`src/rtl/cache_port_scheduler.sv`:
```
// cache_port_scheduler: grants the external memory port to the I-cache or D-cache for whole transactions
module cache_port_scheduler #(
  parameter int STARVE_LIMIT = 8,
  parameter int TIMEOUT = 1024
) (
  input  logic clk,
  input  logic rst,
  input  logic i_req,
  input  logic i_done,
  output logic i_gnt,
  input  logic d_req,
  input  logic d_done,
  output logic d_gnt,
  output logic sel,
  output logic busy,
  output logic timeout_err
);
  localparam int SW = $clog2(STARVE_LIMIT + 1);
  localparam int WW = $clog2(TIMEOUT);
  typedef enum logic [1:0] {IDLE, GRANT_I, GRANT_D} state_t;
  state_t state, state_nxt;
  logic [SW-1:0] starve_cnt;
  logic [WW-1:0] wd_cnt;
  logic done, wd_exp, starved;
  always_comb begin
    done = (state == GRANT_I) ? i_done : (state == GRANT_D) ? d_done : 1'b0;
    wd_exp = (state != IDLE) && (wd_cnt == WW'(TIMEOUT - 1)) && !done;
    starved = starve_cnt >= SW'(STARVE_LIMIT);
    state_nxt = (state != IDLE) ? ((done || wd_exp) ? IDLE : state) :
                (d_req && !(i_req && starved)) ? GRANT_D :
                i_req ? GRANT_I : IDLE;
  end
  always_ff @(posedge clk) begin
    if (rst) begin
      state <= IDLE;
      starve_cnt <= '0;
      wd_cnt <= '0;
      timeout_err <= 1'b0;
    end else begin
      state <= state_nxt;
      timeout_err <= wd_exp;
      wd_cnt <= (state == IDLE) ? '0 : wd_cnt + 1'b1;
      starve_cnt <= (state == IDLE && state_nxt == GRANT_I) ? '0 :
                    (i_req && state != GRANT_I && !starved) ? starve_cnt + 1'b1 : starve_cnt;
    end
  end
  assign i_gnt = state == GRANT_I;
  assign d_gnt = state == GRANT_D;
  assign sel = d_gnt;
  assign busy = i_gnt | d_gnt;
endmodule

```
`config.mk`:
```
export PLATFORM = sky130hd
export DESIGN_NAME = cache_port_scheduler
export DESIGN_NICKNAME = d
export VERILOG_FILES = /design/src/rtl/cache_port_scheduler.sv
export SDC_FILE = /design/constraint.sdc
export NUM_CORES = 1
export LEC_CHECK = 0
export ABC_AREA = 0
export BUFFER_PORTS_ARGS = -buffer_cell sky130_fd_sc_hd__buf_4
export CAP_MARGIN = 40
export CORE_MARGIN = 3
export CORE_UTILIZATION = 54
export DETAILED_ROUTE_END_ITERATION = 7
export HOLD_SLACK_MARGIN = 0.05
export PLACE_DENSITY = 0.83
export SLEW_MARGIN = 20
export SYNTH_ARGS = -nofsm -noshare
export SYNTH_HDL_FRONTEND = slang
export SYNTH_SLANG_ARGS = --single-unit
```
`constraint.sdc`:
```
create_clock -name clk -period 1.85 [get_ports clk]
set_clock_uncertainty 0.15 [all_clocks]
set_input_delay 0.0925 -clock clk [delete_from_list [all_inputs] [get_ports clk]]
set_output_delay 0.0925 -clock clk [all_outputs]
set_load 0.02 [all_outputs]
```
# Word level (Yosys, flattened, before mapping)
# Index checks and enable logic that the tools add are counted.
# W data, S select, Z words.
totals:
  out_inout_bits: 5
  elab_cells: 34
  register_bits: 17
classes:
  n_reduce_logical: 15
  add_sub_neg: 2
  eq_ne: 5
  n_mux: 6
  n_lt_le_gt_ge: 1
  bitwise: 1
ops:
  columns: ["op", "count"]
  rows:
  - ["$add A10 B1 Y10 const B", 1]
  - ["$eq A10 B10 Y1 const B", 1]
  - ["$logic_and A1 B1 Y1", 7]
  - ["$mux W2", 3]
  - ["$add A4 B1 Y4 const B", 1]
  - ["$eq A2 B1 Y1 const B", 2]
  - ["$ge A4 B4 Y1 const B", 1]
  - ["$reduce_or A2 Y1", 2]
  - ["$logic_not A1 Y1", 3]
  - ["$mux W1", 3]
  - ["$eq A2 B2 Y1 const B", 1]
  - ["$logic_not A2 Y1", 1]
  - ["$ne A2 B1 Y1 const B", 1]
  - ["$reduce_bool A2 Y1", 1]
  - ["$logic_or A1 B1 Y1", 1]
  - ["$or A1 B1 Y1", 1]

# Longest topological paths before layout
logic_depth:
  depth_word: 11
  depth_mapped: 5
  depth_no_buf: 5

# Worst setup path before layout
# Ideal clock, no wire load.
synth_path:
  path_kind: "register -> register"
  start: "register state[0]"
  end: "register state[0]"
  path_stages_with_launch: 6
  n_path_buf: 0
  t_arrival_ns: 1.372
  synth_period_minus_slack_ns: 1.580
  slack_ns: 0.270
  path_cell_list: "dfxtp_1 inv_1 ha_1 or2_2 a211oi_1 a31o_2"
synth_between:
  elab_chain_cells: 8
  elab_cells_between_ends: 11
  cone_classes: "eq/ne (2); mux (4); reduce/logical (5)"
synth_rtl:
  columns: ["element", "line", "source"]
  rows:
  - ["from (decl)", "21", "state_t state, state_nxt;"]
  - ["from (signal assigned)", "40", "state <= state_nxt;"]
  - ["$eq A2 B2 Y1", "26", "done = (state == GRANT_I) ? i_done : (state == GRANT_D) ? d_done : 1'b0;"]
  - ["$mux W1 (2 in series)", "26", null]
  - ["$logic_not A1 Y1", "27", "wd_exp = (state != IDLE) && (wd_cnt == WW'(TIMEOUT - 1)) && !done;"]
  - ["$logic_and A1 B1 Y1", "27", null]
  - ["$logic_or A1 B1 Y1", "29", "state_nxt = (state != IDLE) ? ((done || wd_exp) ? IDLE : state) :"]
  - ["$mux W2", "29", null]
  - ["$mux W2 *", "29", null]
# Mark *: on every way between the ends. The rest lies on a longest branch, timed or not.
# A chain may end at the register's enable or synchronous reset.

# Final worst setup path
layout_path:
  start: "register state[1]"
  end: "register state[0]"
# The elaborated chain is that of the path after synthesis.

==> qor.csv <==
stage,metric,value,unit
detailed_routing,routed_wl,1.46,mm
final_layout,multi_input_area,440,µm²
logic_synthesis,synthAdderAreaFrac,9.23,%
logic_synthesis,synthTopCellsByArea,"dfxtp_1, ha_1, a21oi_1",
worst_setup_path,critPathTopFamily,compound AO/OA/AOI/OAI gates,
worst_setup_path,critPathSlowestCell,dfxtp_1,
logic_synthesis,ys_seq_elements,17,
sta,setup_viol,0,
logic_synthesis,synth-compound-area-share,13.7,%
detailed_routing,dr_total_vias,677,
detailed_routing,drc,0,
logic_synthesis,synth_nets,98,
worst_setup_path,worstSetupPathType,register to register,
clock_tree,cts_setup_buffers,0,
sta,fin_tns_setup,0,ns
die,rows,13,
sta,period_needed,1.64,ns
logic_synthesis,synth_area,813,µm²
die,die_area,0.00201,mm²
worst_setup_path,crit_buf_inv,1,
detailed_routing,via_per_inst,5.84,
pwr,ir_worst_vdd,0.618,mV
place,gp_congestion,0.840,
place,post-dp-hpwl,1.09,mm
logic_synthesis,yosys.area_share.simple,25.1,%
global_routing,antenna_found_initial,0,
sta,fmax,610,MHz
global_routing,grt_max_degree,11,
job,drv_cap,0,
logic_synthesis,synth-edff-count,0,
logic_synthesis,synth.distinct_cells,35,
logic_synthesis,synth.most_common_cell,dfxtp_1,
sta,finalMaxSlewViolations,0,
place,placed_cell_area,903,µm²
logic_synthesis,yosysWarnings,0,
sta,finalCritPeriodShare,88.6,%
global_routing,gr-usage-all-layers,17.6,%
clock_tree,clk_latency,0.29,ns
worst_setup_path,crit_arrival,1.72,ns
worst_setup_path,slowest_delay,0.37,ns
final_layout,nFillCells,106,
logic_synthesis,ys.flop_type,dfxtp_1,
final_layout,final_nets,114,
clock_tree,cts-root-buf,clkbuf_4,
global_routing,grt_first_pass_wirelength,2.57,mm
worst_setup_path,cp_max_fo,4,
logic_synthesis,synthMuxAreaShare,1.23,%
clock_tree,htree_levels,1,
worst_setup_path,worstSetupStartpointType,register,
clock_tree,clock-sinks,17,
final_layout,seqCellArea,340,µm²
logic_synthesis,synth_xor_area_share,4.31,%
clock_tree,cts_made_buffers,3,
sta,tightest_slew,0.367,ns
final_layout,drive_gt1_share,23.8,%
logic_synthesis,netlist_top_cells_count,"dfxtp_1, inv_1, a21oi_1, ha_1, nor2_1",
die,die_w,44.8,µm
global_routing,grt-ovfl-total,0,
detailed_routing,firstDrtPassIters,4,
die,initial_core_util,60.2,%
final_layout,utilization,70.8,%
sta,max_slew_margin,75.4,%
clock_tree,clockBufferDepth,2,
place,io_buffers,10,
global_routing,grt_pass1_vias,642,
sta,setup_ws,0.211,ns
worst_hold_path,hp-class,primary input to register,
worst_setup_path,endpoint_kind,register,
final_layout,fin_area,956,µm²
sta,rsz0062_at_grt,no,
die,coreArea,0.00135,mm²
clock_tree,cts_tree,built,
logic_synthesis,synth_top_family_by_area,simple AND/OR/NAND/NOR gates,
sta,hold_violations,0,
pwr,p_leak,0.000377,µW
detailed_routing,drtAntennaViolNets,0,
place,dp_worst_setup_slack,0.106,ns
final_layout,diodes,0,
pwr,p_per_area,701,mW/mm²
worst_setup_path,crit_required,1.93,ns
logic_synthesis,ys_seq_area_share,41.8,%
logic_synthesis,yosys.area.top_type,dfxtp_1,
die,die_height,44.8,µm
die,ios,11,
status,status,finished clean,
detailed_routing,drt-wirelength-per-cell,12.5,µm
worst_setup_path,r2r_slack,0.21,ns
logic_synthesis,async_flop_share,0,%
worst_setup_path,path_cells,inv_1 > ha_1 > or2_2 > a211oi_2 > a31o_2,
final_layout,areaGrowthSynthToFinish,17.5,%
logic_synthesis,synth_area_per_cell,9.46,µm²
logic_synthesis,syn_inst,86,
clock_tree,clk_pin_slew_worst_paths,0.10,ns
logic_synthesis,synth_top_area_share,41.8,%
detailed_routing,first_iter_violations,8,
sta,timing.hold.ws,0.0527,ns
-- power breakdown --
group / switching (µW) / total, µW / internal (µW)
logic: 48.9 / 95.1 / 46.2
clock network: 111 / 192 / 80.2
registers: 7.64 / 383 / 376
-- worst register-to-register path: stages (launching register included) --
cell,delay [ns]
dfxtp_1,0.37
inv_1,0.07
ha_1,0.22
or2_2,0.32
a211oi_2,0.27
a31o_2,0.19
-- registers in the layout (all words and copies together) (netlist names) --
signal / cells
timeout_err: 1
state: 2
starve_cnt: 4
wd_cnt: 10
-- metal layers --
metal  vias to the layer above  global-route usage (%)  wire (µm)
met5                         -                       0          0
met4                         0                    11.1         35
met3                         4                    5.18         97
met2                        21                    27.5        688
met1                       319                    20.9        634
li1                        333                       -          -
-- layout make-up --
type                    instances  share of cell area, %
clock buffers                   3                   2.36
multi-input cells              60                   46.1
flip-flops and latches         17                   35.6
inverters                       7                   2.75
clock inverters                 1                  0.524
well taps                      15                   1.96
repair buffers                 13                   10.7
-- what timing repair did --
item,in CTS,in global routing
hold buffers,2,0
resized for setup,0,1
setup endpoints to repair,0,3
hold endpoints to repair,5,0
-- cells by family after synthesis --
logic type	count (synthesis)
buf+inv	9
xor+xnor	4
compound gates	18
flops	17
fa+ha+maj	6
simple gates	31
mux	1
-- worst paths after layout --
| kind | depth (start not counted) | from | end |
|---|---|---|---|
| worst min register to register | 2 | wd_cnt[9] | wd_cnt[9] |
| worst min-delay path | 3 | i_req | starve_cnt[3] |
| worst max-delay path | 5 | state[1] | state[0] |
| worst max register to register | 5 | state[1] | state[0] |
-- through the flow --
stage          power [µW]  std cells
2_1_floorplan         451         86
3_3_place_gp          479        110
3_5_place_dp          482        110
4_1_cts               675        116
5_1_grt               713        116
6_report              670        116
-- layout by cell type, fill, tap and decap left out, types with 3 or more instances in the layout --
master    netlist  layout
nand3_1         4       4
ha_1            6       6
nor2_1          6       6
xnor2_1         3       3
buf_4           1      11
o21ai_0         4       4
inv_1           7       7
clkbuf_4        0       3
a21oi_1         6       6
dfxtp_1        17      17
(Power assumes the default switching activity.)
